$ cat src/rtl/fabric2_mport.sv
// Master-side port stage for fabric v2: buffers one OCP request, decodes it to a destination port and relays the response.
// Optional response timeout is compiled in when FABRIC2_MPORT_TIMEOUT_EN is defined.
module fabric2_mport #(
   parameter int unsigned PORTNO_WIDTH   = 11,
   parameter logic [31:0] P0_BASE        = 32'h0000_0000,
   parameter logic [31:0] P0_MASK        = 32'hE000_0000,
   parameter logic [31:0] P1_BASE        = 32'h2000_0000,
   parameter logic [31:0] P1_MASK        = 32'hFFFF_F000,
   parameter logic [31:0] P2_BASE        = 32'h2000_1000,
   parameter logic [31:0] P2_MASK        = 32'hFFFF_F000,
   parameter logic [31:0] P3_BASE        = 32'h2000_2000,
   parameter logic [31:0] P3_MASK        = 32'hFFFF_F000,
   parameter logic [31:0] P4_BASE        = 32'h2000_3000,
   parameter logic [31:0] P4_MASK        = 32'hFFFF_F000,
   parameter int unsigned TIMEOUT_CYCLES = 255
) (
   input  logic                    clk,
   input  logic                    rst,
   input  logic [31:0]             i_MAddr,
   input  logic [2:0]              i_MCmd,
   input  logic [31:0]             i_MData,
   input  logic [3:0]              i_MByteEn,
   output logic                    o_SCmdAccept,
   output logic [31:0]             o_SData,
   output logic [1:0]              o_SResp,
   output logic [31:0]             o_MAddr,
   output logic [2:0]              o_MCmd,
   output logic [31:0]             o_MData,
   output logic [3:0]              o_MByteEn,
   input  logic                    i_SCmdAccept,
   input  logic [31:0]             i_SData,
   input  logic [1:0]              i_SResp,
   output logic                    o_act,
   output logic                    o_done,
   output logic [PORTNO_WIDTH-1:0] o_portno
);

   localparam logic [2:0] CMD_IDLE  = 3'd0;
   localparam logic [1:0] RESP_NULL = 2'd0;
   localparam logic [1:0] RESP_ERR  = 2'd3;

   typedef enum logic [1:0] {ST_IDLE, ST_REQ, ST_RESP, ST_ERR} state_t;

   state_t                  state_q, state_d;
   logic [31:0]             addr_q, data_q;
   logic [2:0]              cmd_q;
   logic [3:0]              be_q;
   logic [PORTNO_WIDTH-1:0] portno_q, portno_d;
   logic                    first_q;
   logic                    accept, hit, timeout;
   logic [2:0]              hit_idx;

   // Lower port index wins when regions overlap.
   always_comb begin
      hit     = 1'b1;
      hit_idx = 3'd0;
      if      ((i_MAddr & P0_MASK) == P0_BASE) hit_idx = 3'd0;
      else if ((i_MAddr & P1_MASK) == P1_BASE) hit_idx = 3'd1;
      else if ((i_MAddr & P2_MASK) == P2_BASE) hit_idx = 3'd2;
      else if ((i_MAddr & P3_MASK) == P3_BASE) hit_idx = 3'd3;
      else if ((i_MAddr & P4_MASK) == P4_BASE) hit_idx = 3'd4;
      else                                     hit     = 1'b0;
   end

`ifdef FABRIC2_MPORT_TIMEOUT_EN
   localparam int CNT_W = ($clog2(TIMEOUT_CYCLES + 1) > 8) ? $clog2(TIMEOUT_CYCLES + 1) : 8;
   logic [CNT_W-1:0] cnt_q;

   always_ff @(posedge clk) begin
      if (rst)
         cnt_q <= '0;
      else if (state_d == ST_REQ && state_q != ST_REQ)
         cnt_q <= '0;
      else if (state_q == ST_REQ || state_q == ST_RESP)
         cnt_q <= cnt_q + CNT_W'(1);
   end

   assign timeout = (state_q == ST_REQ || state_q == ST_RESP) && (cnt_q == CNT_W'(TIMEOUT_CYCLES));
`else
   assign timeout = 1'b0;
`endif

   always_comb begin
      state_d  = state_q;
      portno_d = portno_q;
      accept   = 1'b0;
      o_act    = 1'b0;
      o_done   = 1'b0;
      o_MCmd   = CMD_IDLE;
      o_SResp  = RESP_NULL;
      o_SData  = 32'h0;
      case (state_q)
         ST_IDLE: begin
            accept = !rst && (i_MCmd != CMD_IDLE);
            if (accept) begin
               if (hit) begin
                  portno_d = PORTNO_WIDTH'(hit_idx);
                  state_d  = ST_REQ;
               end else begin
                  state_d  = ST_ERR;
               end
            end
         end
         ST_REQ: begin
            o_act = first_q;
            if (i_SCmdAccept && i_SResp != RESP_NULL) begin
               o_MCmd  = cmd_q;
               o_SResp = i_SResp;
               o_SData = i_SData;
               o_done  = 1'b1;
               state_d = ST_IDLE;
            end else if (timeout) begin
               o_SResp = RESP_ERR;
               o_done  = 1'b1;
               state_d = ST_IDLE;
            end else begin
               o_MCmd = cmd_q;
               if (i_SCmdAccept)
                  state_d = ST_RESP;
            end
         end
         ST_RESP: begin
            if (i_SResp != RESP_NULL) begin
               o_SResp = i_SResp;
               o_SData = i_SData;
               o_done  = 1'b1;
               state_d = ST_IDLE;
            end else if (timeout) begin
               o_SResp = RESP_ERR;
               o_done  = 1'b1;
               state_d = ST_IDLE;
            end
         end
         ST_ERR: begin
            o_SResp = RESP_ERR;
            state_d = ST_IDLE;
         end
         default: state_d = ST_IDLE;
      endcase
   end

   always_ff @(posedge clk) begin
      if (rst) begin
         state_q  <= ST_IDLE;
         portno_q <= '0;
         first_q  <= 1'b0;
         addr_q   <= 32'h0;
         cmd_q    <= CMD_IDLE;
         data_q   <= 32'h0;
         be_q     <= 4'h0;
      end else begin
         state_q  <= state_d;
         portno_q <= portno_d;
         first_q  <= (state_d == ST_REQ) && (state_q != ST_REQ);
         if (accept) begin
            addr_q <= i_MAddr;
            cmd_q  <= i_MCmd;
            data_q <= i_MData;
            be_q   <= i_MByteEn;
         end
      end
   end

   assign o_SCmdAccept = accept;
   assign o_MAddr      = addr_q;
   assign o_MData      = data_q;
   assign o_MByteEn    = be_q;
   assign o_portno     = portno_q;

endmodule

$ cat config.mk
export PLATFORM = sky130hd
export DESIGN_NAME = fabric2_mport
export DESIGN_NICKNAME = d
export VERILOG_FILES = /design/src/rtl/fabric2_mport.sv
export SDC_FILE = /design/constraint.sdc
export NUM_CORES = 1
export LEC_CHECK = 0
export BUFFER_PORTS_ARGS = -buffer_cell sky130_fd_sc_hd__buf_2
export CAP_MARGIN = 40
export CORE_MARGIN = 8
export CORE_UTILIZATION = 41
export DETAILED_ROUTE_END_ITERATION = 16
export GPL_TIMING_DRIVEN = 0
export PLACE_DENSITY = 0.91
export SKIP_CTS_REPAIR_TIMING = 1
export SLEW_MARGIN = 20
export SYNTH_ARGS = -nofsm -noshare
export SYNTH_HDL_FRONTEND = slang
export SYNTH_SLANG_ARGS = --single-unit
$ cat constraint.sdc
create_clock -name clk -period 2.49 [get_ports clk]
set_input_delay 0.6225 -clock clk [delete_from_list [all_inputs] [get_ports clk]]
set_output_delay 0.6225 -clock clk [all_outputs]
set_load 0.05 [all_outputs]
## Word-level counts from Yosys, hierarchy flattened

Index checks and enable logic that the tools add are counted.

- Input bits: 108
- Output and inout bits: 119
- Logic and storage cells: 53
- Register bits after elaboration: 77

- Mux-type cells: 28
- Equal/unequal tests: 9
- Reduce and logical (&&, ||, !) cells: 9

Operators with widths:

| kind | count |
|---|---|
| 20-bit by 18-bit == test with 1-bit output (second input constant) | 4 |
| 32-bit two-way mux | 2 |
| 32-bit case mux with 2 select lines | 1 |
| 32-bit logical NOT | 1 |
| 3-bit two-way mux | 6 |
| 2-bit two-way mux | 7 |
| 1-bit two-way mux | 9 |
| 2-bit case mux with 4 select lines | 1 |
| 2-bit case mux with 3 select lines | 1 |
| 2-bit by 1-bit == test with 1-bit output (second input constant) | 2 |
| 2-bit == test (second input constant) | 2 |
| 1-bit logical AND | 3 |
| 3-bit AND reduction | 1 |
| 3-bit nonzero test | 1 |
| 2-bit logical NOT | 1 |
| 2-bit by 1-bit inequality test with 1-bit output (second input constant) | 1 |
| 1-bit case mux with 2 select lines | 1 |
| 2-bit nonzero test | 1 |
| 1-bit logical NOT | 1 |

## Logic depth before layout (Yosys ltp)

- Depth after elaboration: 11
- Mapped depth: 8
- Mapped depth without buffers: 6

## Least setup slack after synthesis

No wires, ideal clock.

- Path type: reg2out
- Start: reg state_q[1]
- End: out o_SData[21]
- Setup slack: -276 ps
- Data required time: 1867 ps
- Path buffers: 1
- Data arrival time: 2144 ps
- Cell stages (with the launch flop): 7
- Path through: dfxtp_1 inv_1 ha_1 a21o_1 and3b_1 clkbuf_1 and2_1

- Longest elaborated chain between the ends: 2
- Elaborated cells between the ends (all ways): 3
- Those cells by class: eq/ne (2); mux (1)

RTL lines:

| item | line | RTL |
|---|---|---|
| start, declared | 44 | `state_t state_q, state_d;` |
| start signal, assigned | 152 | `state_q <= state_d;` |
| 2-bit == test or 2-bit by 1-bit == test with 1-bit output (tied branches) | 92 | `case (state_q)` |
| 32-bit case mux with 2 select lines (*) | 92 |  |
| end, declared | 24 | `output logic [31:0] o_SData,` |

Every way passes the cells marked *; elsewhere a longest branch is shown, timed or not.

## Worst setup path after layout

- Start: reg state_q[1]
- End: out o_SData[13]

The elaborated chain is that of the path after synthesis.

==> reports/metrics.yaml <==
clkTransAtPathRegs_ns: 0.09
grt_max_degree: 15
cts_buffers: 9
slew_headroom: 0.613
synth.distinct_cells: 40
ant_nets: 0
route.detailed.drc: 0
htree_num_levels: 3
finalWorstPathRequiredPeriod_ns: 2.52
path_cells: "inv_4, ha_4, a21o_1, and3b_2, buf_6, and2_4, buf_8"
num_io_pins: 227
grt_overflow: 0
drt_iter0_drc: 142
critical_path.max_fanout: 5
cts_buffer_depth: 2
maxCapViolations: 0
cts_tree: "built"
grt_pass1_wl_mm: 18.4
ys_async_sr_fraction: 0
post-route-period-util: 1.01
path_buf_inv: 3
ys_warn_count: 0
die_w_um: 106
synthTopCellsByCount: "nand2_1, dfxtp_1, o21ai_1"
synth.largest_area_cell: "dfxtp_1"
drive_gt1_frac: 0.471
whs_ns: 0.447
rsz0062_at_grt: "yes"
dpl_cell_area_um2: 4540
power.total_w: 0.00439
ys_seq_elements: 77
drv_slew: 0
place.gp.congestion: 0.864
avgSynthCellArea_um2: 7.97
synthTopCellsByArea: "dfxtp_1, nand2_1, o21ai_1, and2_1, buf_6"
fmax_ghz: 0.397
wl_per_cell_um: 17.6
initial_core_util: 0.425
netlist_area_um2: 3300
globalRouteTotalUtil: 0.200
critPathCaptureType: "output pin"
syn2layout_area_growth_pct: 58.9
core.rowCount: 32
worstSkewPairLatency_ns: 0.34
peakVddDrop_uv: 325
worstSetupPathType: "reg -> out"
synth_top_area_share: 0.467
drt-pass1-iter-count: 4
critPathLaunchType: "flip-flop"
cts.sinks: 77
utilization: 0.675
synth_most_common_cell: "nand2_1"
n_antenna_cell: 0
final_area_um2: 5250
path_delay_family: "simple AND/OR/NAND/NOR gates"
yosys_most_used_dff: "dfxtp_1"
grt_pass1_vias: 3880
netlist_instances: 414
synth_edf_count: 0
num_vias: 3847
arrival_ns: 1.90
power_leakage_nw: 2.59
ys_seq_area_frac: 0.467
core-area_um2: 7770
dieArea_um2: 11200
fin_nets: 770
finClkSkew_ns: 0.0137
die-height_um: 106
hold_class: "reg -> reg"
crit_slowest_cell: "dfxtp_4"
hold_viol: 0
critPathMaxStageDelay_ns: 0.38
place_ws_ns: -0.124
io_buffers: 217
fillers: 591
clockRootBuffer: "clkbuf_8"
finalSetupViolCount: 30
routed_wl_mm: 13.4
dp_hpwl_mm: 9.66
viasPerCell: 5.04
antenna_found_initial: 0
outcome: "finished with violations"
final.setup.worst_slack_ns: -0.0312
worstMarginPinSlew_ns: 0.580
power_density_nw_per_um2: 836
violations: "setup timing"
critical_path_required_ns: 1.87
-- sequential cells by signal (all words and copies together), names as in the netlist --
signal     count
cmd_q          3
o_MAddr       32
first_q        1
o_portno       3
o_MByteEn      4
state_q        2
o_MData       32
-- path summary, 6_finish.rpt --
check	start	end	slack, ns	cells after the start
max	state_q[1]	o_SData[13]	-0.03	7
min	o_MAddr[24]	o_MAddr[24]	0.45	2
max reg2reg	state_q[1]	first_q	0.63	7
min reg2reg	o_MAddr[24]	o_MAddr[24]	0.45	2
-- stage by stage --
stage,setup TNS [ns],instances
after CTS,-12.79,756
final,-0.327,764
after global placement,-0.133,740
after detailed placement,-0.649,740
after floorplan,0,421
after global routing,-2.20,764
-- power breakdown --
group	internal [W]	switching, W	leakage [nW]
combinational	0.000547	0.00133	1.84
clock	0.000498	0.000473	0.103
sequential	0.00143	0.000106	0.640
total	0.00247	0.00191	2.59
-- worst reg2reg max path: cells and delay by family, from the launching register on --
kind	cells	cell delay, ns
simple gates	2	0.54
fa+ha+maj	1	0.27
compound gates	2	0.36
flops	1	0.40
buf+inv	2	0.19
-- cell usage in the layout (no fill, tap or decap), types with 6 or more instances in the layout --
cell / instances
o21ai_2: 9
clkbuf_1: 13
nor2_1: 6
dfxtp_1: 75
buf_4: 15
buf_8: 29
nand2_1: 143
and2_4: 29
buf_2: 187
conb_1: 8
and2_1: 7
buf_6: 15
clkbuf_8: 10
o21ai_1: 61
-- cell type report --
cell class	instances	area [um^2]	share of cell area
inverters	4	20.0	0.00382
flip-flops and latches	77	1550	0.295
clock buffers	10	138	0.0262
multi-input cells	305	1630	0.311
repair buffers	226	1460	0.279
clock inverters	6	68.8	0.0131
well taps	102	128	0.0243
plain buffers	34	245	0.0467
-- metal layers --
metal,vias to the layer above,share of wire,global-route usage
met3,36,0.10,0.0749
met1,1775,0.34,0.193
met5,-,0,0
li1,1827,-,-
met2,209,0.52,0.370
met4,0,0.031,0.0884
-- cell families after synthesis --
| logic type | synth area share |
|---|---|
| muxes | 0.00303 |
| and+or+nand+nor | 0.276 |
| adders and majority gates | 0.0190 |
| other | 0.00114 |
| buffers and inverters | 0.0788 |
| DFF | 0.467 |
| AOI/OAI and AO/OA | 0.152 |
| xor gates and xnor gates | 0.00265 |
Note: power is estimated with default switching activity, not from simulation.
